===== src/rtl/sdp_csr_regfile.sv =====
// sdp_csr_regfile: CSR slave for the SDP stage.
// Takes write and read requests on the csb2csr stream. The address is already rebased to 0.
// Returns read data on the csr2csb response. Holds the SDP configuration registers.
// Generates the op_start pulse, tracks busy/done/err status and drives a level interrupt.
//
// Ports:
//   clk, rst_n       clock and synchronous active-low reset
//   csr_req_vld/rdy  request handshake; master holds vld until rdy
//   csr_req_pd       {wr_rd, wdata[31:0], addr[ADDR_W-1:0]}; wr_rd=1 is a write
//   csr_resp_vld     one-cycle read response strobe
//   csr_resp_pd      read data, held until the next read response
//   op_start         one-cycle start pulse to the SDP datapath
//   op_done          one-cycle completion pulse from the SDP datapath
//   op_cfg           config registers 4..REG_NUM-1; reg k at [(k-4)*32 +: 32]
//   irq              registered level interrupt
//
// Register map (word address):
//   0 CTRL     W: bit0=1 requests a start; reads 0
//   1 STATUS   R: {err, done, busy}; W1C on done/err
//   2 INT_EN   RW [1:0] = {err_en, done_en}
//   3 VERSION  RO
//   4..        CFG, RW 32 bits
//   >=REG_NUM  writes ignored, reads return 0

module sdp_csr_regfile #(
  parameter int unsigned ADDR_W  = 8,
  parameter int unsigned REG_NUM = 32,
  parameter logic [31:0] VERSION = 32'h0001_0000
) (
  input  logic                      clk,
  input  logic                      rst_n,
  input  logic                      csr_req_vld,
  output logic                      csr_req_rdy,
  input  logic [ADDR_W+32:0]        csr_req_pd,
  output logic                      csr_resp_vld,
  output logic [31:0]               csr_resp_pd,
  output logic                      op_start,
  input  logic                      op_done,
  output logic [(REG_NUM-4)*32-1:0] op_cfg,
  output logic                      irq
);

  localparam int unsigned CfgNum = REG_NUM - 4;

  typedef enum logic [0:0] {StIdle, StResp} state_e;

  state_e      state_q, state_d;
  logic        rdy_q, rdy_d;
  logic        resp_vld_q, resp_vld_d;
  logic [31:0] resp_pd_q, resp_pd_d;
  logic        start_q, start_d;
  logic        busy_q, busy_d;
  logic        done_q, done_d;
  logic        err_q, err_d;
  logic [1:0]  int_en_q, int_en_d;
  logic        irq_q, irq_d;
  logic [31:0] cfg_q [CfgNum];
  logic [31:0] cfg_d [CfgNum];

  // Request decode
  logic              req_wr;
  logic [31:0]       req_wdata;
  logic [ADDR_W-1:0] req_addr;
  logic [31:0]       addr_ext;
  logic              in_range;
  logic              accept;
  logic              wr_acc;
  logic              rd_acc;
  logic              start_req;
  logic [31:0]       rdata;

  assign req_wr    = csr_req_pd[ADDR_W+32];
  assign req_wdata = csr_req_pd[ADDR_W+31:ADDR_W];
  assign req_addr  = csr_req_pd[ADDR_W-1:0];
  // Full-width compare so that out-of-window addresses never alias onto real registers.
  assign addr_ext  = 32'(req_addr);
  assign in_range  = addr_ext < REG_NUM;

  // rdy is registered, so it is low in the first cycle after reset and during StResp.
  assign accept = csr_req_vld & rdy_q;
  assign wr_acc = accept & req_wr;
  assign rd_acc = accept & ~req_wr;

  // Read mux samples pre-update register state.
  always_comb begin
    rdata = 32'h0;
    if (in_range) begin
      if (addr_ext == 32'd1) begin
        rdata = {29'h0, err_q, done_q, busy_q};
      end else if (addr_ext == 32'd2) begin
        rdata = {30'h0, int_en_q};
      end else if (addr_ext == 32'd3) begin
        rdata = VERSION;
      end else begin
        for (int unsigned k = 0; k < CfgNum; k++) begin
          if (addr_ext == k + 32'd4) rdata = cfg_q[k];
        end
      end
    end
  end

  // FSM and register next-state
  always_comb begin
    state_d    = state_q;
    resp_vld_d = 1'b0;
    resp_pd_d  = resp_pd_q;
    start_d    = 1'b0;
    busy_d     = busy_q;
    done_d     = done_q;
    err_d      = err_q;
    int_en_d   = int_en_q;
    cfg_d      = cfg_q;
    start_req  = 1'b0;

    unique case (state_q)
      StIdle: begin
        if (rd_acc) begin
          state_d    = StResp;
          resp_vld_d = 1'b1;
          resp_pd_d  = rdata;
        end
      end
      StResp: begin
        state_d = StIdle;
      end
      default: begin
        state_d = StIdle;
      end
    endcase

    rdy_d = (state_d == StIdle);

    if (wr_acc && in_range) begin
      if (addr_ext == 32'd0) begin
        start_req = req_wdata[0];
      end else if (addr_ext == 32'd1) begin
        if (req_wdata[1]) done_d = 1'b0;
        if (req_wdata[2]) err_d  = 1'b0;
      end else if (addr_ext == 32'd2) begin
        int_en_d = req_wdata[1:0];
      end else begin
        for (int unsigned k = 0; k < CfgNum; k++) begin
          if (addr_ext == k + 32'd4) cfg_d[k] = req_wdata;
        end
      end
    end

    // Set events come after W1C so a same-cycle set wins.
    if (op_done) begin
      busy_d = 1'b0;
      done_d = 1'b1;
      if (!busy_q) err_d = 1'b1;
    end

    // Start is judged on registered busy; a same-cycle op_done does not free the engine.
    if (start_req) begin
      if (!busy_q) begin
        start_d = 1'b1;
        busy_d  = 1'b1;
      end else begin
        err_d = 1'b1;
      end
    end

    irq_d = (done_q & int_en_q[0]) | (err_q & int_en_q[1]);
  end

  always_ff @(posedge clk) begin
    if (!rst_n) begin
      state_q    <= StIdle;
      rdy_q      <= 1'b0;
      resp_vld_q <= 1'b0;
      resp_pd_q  <= 32'h0;
      start_q    <= 1'b0;
      busy_q     <= 1'b0;
      done_q     <= 1'b0;
      err_q      <= 1'b0;
      int_en_q   <= 2'b00;
      irq_q      <= 1'b0;
      for (int unsigned k = 0; k < CfgNum; k++) cfg_q[k] <= 32'h0;
    end else begin
      state_q    <= state_d;
      rdy_q      <= rdy_d;
      resp_vld_q <= resp_vld_d;
      resp_pd_q  <= resp_pd_d;
      start_q    <= start_d;
      busy_q     <= busy_d;
      done_q     <= done_d;
      err_q      <= err_d;
      int_en_q   <= int_en_d;
      irq_q      <= irq_d;
      cfg_q      <= cfg_d;
    end
  end

  assign csr_req_rdy  = rdy_q;
  assign csr_resp_vld = resp_vld_q;
  assign csr_resp_pd  = resp_pd_q;
  assign op_start     = start_q;
  assign irq          = irq_q;

  for (genvar g = 0; g < CfgNum; g++) begin : g_cfg
    assign op_cfg[g*32 +: 32] = cfg_q[g];
  end

endmodule


===== config.mk =====
export PLATFORM = sky130hd
export DESIGN_NAME = sdp_csr_regfile
export DESIGN_NICKNAME = d
export VERILOG_FILES = /design/src/rtl/sdp_csr_regfile.sv
export SDC_FILE = /design/constraint.sdc
export NUM_CORES = 2
export LEC_CHECK = 0
export CAP_MARGIN = 20
export CORE_AREA = 2 2 385 387
export CTS_CLUSTER_SIZE = 20
export DETAILED_ROUTE_END_ITERATION = 8
export DIE_AREA = 0 0 387 389
export PLACE_DENSITY = 0.52
export SLEW_MARGIN = 20
export SYNTH_ARGS = -nofsm -noshare
export SYNTH_HDL_FRONTEND = slang
export SYNTH_SLANG_ARGS = --single-unit

===== constraint.sdc =====
create_clock -name clk -period 3.54 [get_ports clk]
set_clock_uncertainty 0.05 [all_clocks]
set_input_delay 1.062 -clock clk [delete_from_list [all_inputs] [get_ports clk]]
set_output_delay 1.062 -clock clk [all_outputs]
set_load 0.005 [all_outputs]

; ---- After elaboration in Yosys (flattened, before gate mapping)
; Index checks and enable logic that the tools add are counted.
; Widths: inputs -> output; s select.
[word_totals]
register_bits = 938
inputBits = 45
elab_cells = 175
[op_classes]
n_bitwise = 13
muxes = 53
reduce_logical = 38
n_eq_ne = 32
magnitude_cmp = 1
[op_table]
columns = cell, count
row1 = $mux 32, 32
row2 = $reduce_and 5->1, 28
row3 = $eq 8x5->1 const B, 16
row4 = $eq 8x4->1 const B, 8
row5 = $eq 8x3->1 const B, 4
row6 = $logic_not 32->1, 1
row7 = $mux 1, 20
row8 = $eq 8x2->1 const B, 2
row9 = $eq 8x1->1 const B, 1
row10 = $lt 8x6->1 const B, 1
row11 = $reduce_and 4->1, 2
row12 = $not 1->1, 7
row13 = $reduce_bool 2->1, 3
row14 = $and 1x1->1, 5
row15 = $reduce_and 2->1, 2
row16 = $ne 2x2->1 const B, 1
row17 = $pmux 1 s2, 1
row18 = $reduce_or 2->1, 1
row19 = $logic_and 1x1->1, 1
row20 = $or 1x1->1, 1

; ---- Depth between registers and ports, before layout
[depth]
depth_word = 33
depth_mapped = 12
depth_no_buf = 6

; ---- Least setup slack after synthesis
; OpenSTA, ideal clock, no wires.
[synth_path]
path_kind = input-to-reg
startpoint = input port csr_req_pd[4]
endpoint = register resp_pd_q[1], in the netlist csr_resp_pd[1]
n_path_buf = 4
t_arrival_ns = 2.907
path_stages = 10
path_slack_ns = 0.461
cell_sequence = buf_2 > or4b_1 > buf_4 > buf_6 > buf_6 > nor4b_2 > o21ai_1 > o21ai_1 > o221ai_1 > o311a_1
[synth_via]
elab_chain_len = 33
elab_cells_between_ends = 64
[synth_rtl]
columns = element, line_no
row1 = "start, declared", 34  ; input logic [ADDR_W+32:0] csr_req_pd,
row2 = $eq 8x3->1, 96  ; if (addr_ext == k + 32'd4) rdata = cfg_q[k];
row3 = $mux 32 (28 in a row), 96
row4 = $mux 32, 92  ; end else if (addr_ext == 32'd3) begin
row5 = $mux 32, 90  ; end else if (addr_ext == 32'd2) begin
row6 = $mux 32, 88  ; if (addr_ext == 32'd1) begin
row7 = $mux 32 *, 87  ; if (in_range) begin
row8 = "end signal, assigned", 185  ; resp_pd_q <= resp_pd_d;
row9 = "end, declared", 50  ; logic [31:0] resp_pd_q, resp_pd_d;
; Mark *: on every way between the ends. The rest lies on a longest branch, timed or not.
; A chain may end at the register's enable or synchronous reset.

; ---- Final worst setup path
[layout_path]
startpoint = input port csr_req_pd[6]
endpoint = register resp_pd_q[31], in the netlist csr_resp_pd[31]
; Same word-level chain as after synthesis.

==> impl_metrics.ini <==
[critical_path]
worstSetupPathType = in -> reg
arrival_ns = 4.24
cpPeakStageDelay_ns = 0.65
required_ns = 4.15
crit_chain = clkdlybuf4s50_1, buf_4, or4_1, buf_12, buf_4, nor2_4, buf_12, a21oi_1, a32oi_1, o2111ai_2, a221o_1
worst_path_max_delay_cell = or4_1
crit_path_max_fanout = 9
critPathCaptureType = flip-flop
cp-start-kind = input port

[power]
cellPowerDensity_mw_per_mm2 = 373
leakagePower_uw = 0.0212
ir_worst_vdd_mv = 0.395
p_total_uw = 23900

[place]
port-buffer-count = 976
dp_hpwl_mm = 246
dpl_cell_area_mm2 = 0.0603
place_inst = 8470
place_ws_ns = -1.18
gp_congestion = 0.982

[logic_synthesis]
synth_top_cell_by_area = dfxtp_1
synthesis.nets = 5538
syn-instance-count = 5493
ys_dominant_reg_cell = dfxtp_1
ys_warn_count = 0
synth_area_leaders = dfxtp_1, nand2_1, a21boi_0, clkbuf_1, mux4_2
synth-edff-count = 0
synth_top_area_frac = 0.430
ys_seq_area_frac = 0.430
synthArstFlopShare = 0
synthesis.area_mm2 = 0.0436
yosysUniqueCellTypes = 85
ys_top_cells_by_count = nand2_1, dfxtp_1, a21boi_0
yosys_register_bits = 938
syn_area_per_cell_um2 = 7.94
synth.most_common_cell = nand2_1

[floorplan]
pin_count = 977
row_count = 141
fp.dieArea_mm2 = 0.151
die_w_um = 387
coreArea_mm2 = 0.147
initial_core_util = 0.298
die_h_um = 389

[clock_network]
insertion_delay_ns = 0.79
numCtsBuffers = 110
root_buffer = clkbuf_16
cts_tree = yes
cts_setup_buffers = 0
cts.path.max_buffers = 3
htreeDepth = 3
cts_hold_buf = 0
clock_sinks = 938
clk_pin_slew_ns = 0.06

[final_layout]
drive_gt1_frac = 0.150
stdcell_count = 8677
nFillCells = 14500
area_delta_synth_final_pct = 46.6
stdcell_area_mm2 = 0.0640
nets = 6697
largest_register_ffs = 896

[route]
drt-total-wl_mm = 323
route.detailed.drc = 0
drt_first_iter_violations = 6423
post_drt_via_cell_ratio = 5.77
num_vias = 50000
first_pass_iters = 8
ant_nets = 0
wire_per_inst_um = 37.2

[timing]
rsz0062_at_grt = false
maxSlewViolCount = 0
period_minus_slack_ns = 3.63
finalWorstSetupSlack_ns = -0.0879
setup_viol_count_final = 9
finalCritPeriodShare = 1.02
worst_pin_slew_ns = 1.25
fmax_ghz = 0.276
hold_viol_final = 0
slew_headroom = 0.169

[run_status]
status = complete, but fails checks
failed_checks = setup timing

[global_route]
grt_max_degree = 210
grt_pass1_vias = 46800
grt-ovfl-total = 0
grt_pass1_wl_mm = 426
gr-usage-all-layers = 0.412
antenna_found_initial = 17

[run]
max_cap_viol_count = 0

[hold_path]
hold_path.class = reg -> reg
-- worst paths after layout --
| kind | from | end | slack, ns | depth (start not counted) |
|---|---|---|---|---|
| worst max-delay path | csr_req_pd[6] | csr_resp_pd[31] | -0.09 | 11 |
| worst min-delay path | op_cfg[345] | op_cfg[345] | 0.42 | 2 |
| worst max register to register | op_cfg[628] | csr_resp_pd[20] | 0.53 | 7 |
| worst min register to register | op_cfg[345] | op_cfg[345] | 0.42 | 2 |
-- power by group --
part	total (µW)	leakage, µW	switching (µW)	internal [µW]
Sequential	10600	0.00755	3.86	10600
Combinational	1710	0.0119	1140	571
Clock	11600	0.00174	5140	6460
-- layer usage --
layer / wire (µm) / track usage / vias up
li1: - / - / 21100
met1: 118000 / 0.473 / 24800
met2: 145000 / 0.654 / 3223
met3: 29900 / 0.101 / 828
met4: 30900 / 0.330 / 8
met5: 51 / 0 / -
-- stage by stage --
stage | hold WS, ns | TNS [ns] | util
floorplan | 0.399 | 0 | -
global placement | 0.401 | -497.13 | 0.411
detailed placement | 0.409 | -505.01 | 0.411
CTS | 0.416 | 0 | 0.436
global route | 0.440 | 0 | 0.436
finish | 0.418 | -0.470 | 0.436
-- critical path: cells and delay by family --
kind                   cells  cell delay, ns
AOI/OAI and AO/OA          4            1.10
buffers and inverters      5            1.27
and+or+nand+nor            2            0.78
-- layout make-up --
| type | instances | area, µm² | area share |
|---|---|---|---|
| Multi-Input combinational cell | 3984 | 22900 | 0.358 |
| Sequential cell | 938 | 18800 | 0.294 |
| Timing Repair Buffer | 1604 | 16300 | 0.254 |
| Clock buffer | 166 | 3200 | 0.0501 |
| Tap cell | 1930 | 2410 | 0.0377 |
| Clock inverter | 38 | 355 | 0.00555 |
| Inverter | 14 | 53.8 | 0.000841 |
| Antenna cell | 3 | 7.51 | 0.000117 |
-- placed cells by master, fill, tap and decap left out, types with 23 or more instances in the layout --
master	count
o21ai_0	87
mux2_2	53
a31oi_1	25
buf_12	141
o22ai_1	39
and3_1	25
nor3_1	31
a22oi_1	76
a21boi_0	801
clkbuf_1	32
nor2_1	78
a21oi_1	125
nand4_1	23
clkbuf_8	24
buf_4	487
mux2i_1	48
nand3_1	105
clkbuf_16	110
nand2_1	1913
mux4_2	33
clkdlybuf4s50_1	970
dfxtp_1	938
a32oi_1	23
a21boi_1	98
-- what timing repair did --
action / 4_1_cts / 5_1_grt
endpoints found under the setup margin: 44 / 7
resized for setup: 11 / 7
pin swaps: 1 / 1
-- cell families (layout without fill, tap and decap cells) --
logic type,after synthesis,in the layout,synth area share
buffers and inverters,571,1822,0.0548
AOI/OAI and AO/OA,1520,1520,0.255
xor gates and xnor gates,1,1,0.000201
and+or+nand+nor,2329,2329,0.218
muxes,134,134,0.0417
DFF,938,938,0.430
other,0,3,0
Power figures use the tool's default switching activity.
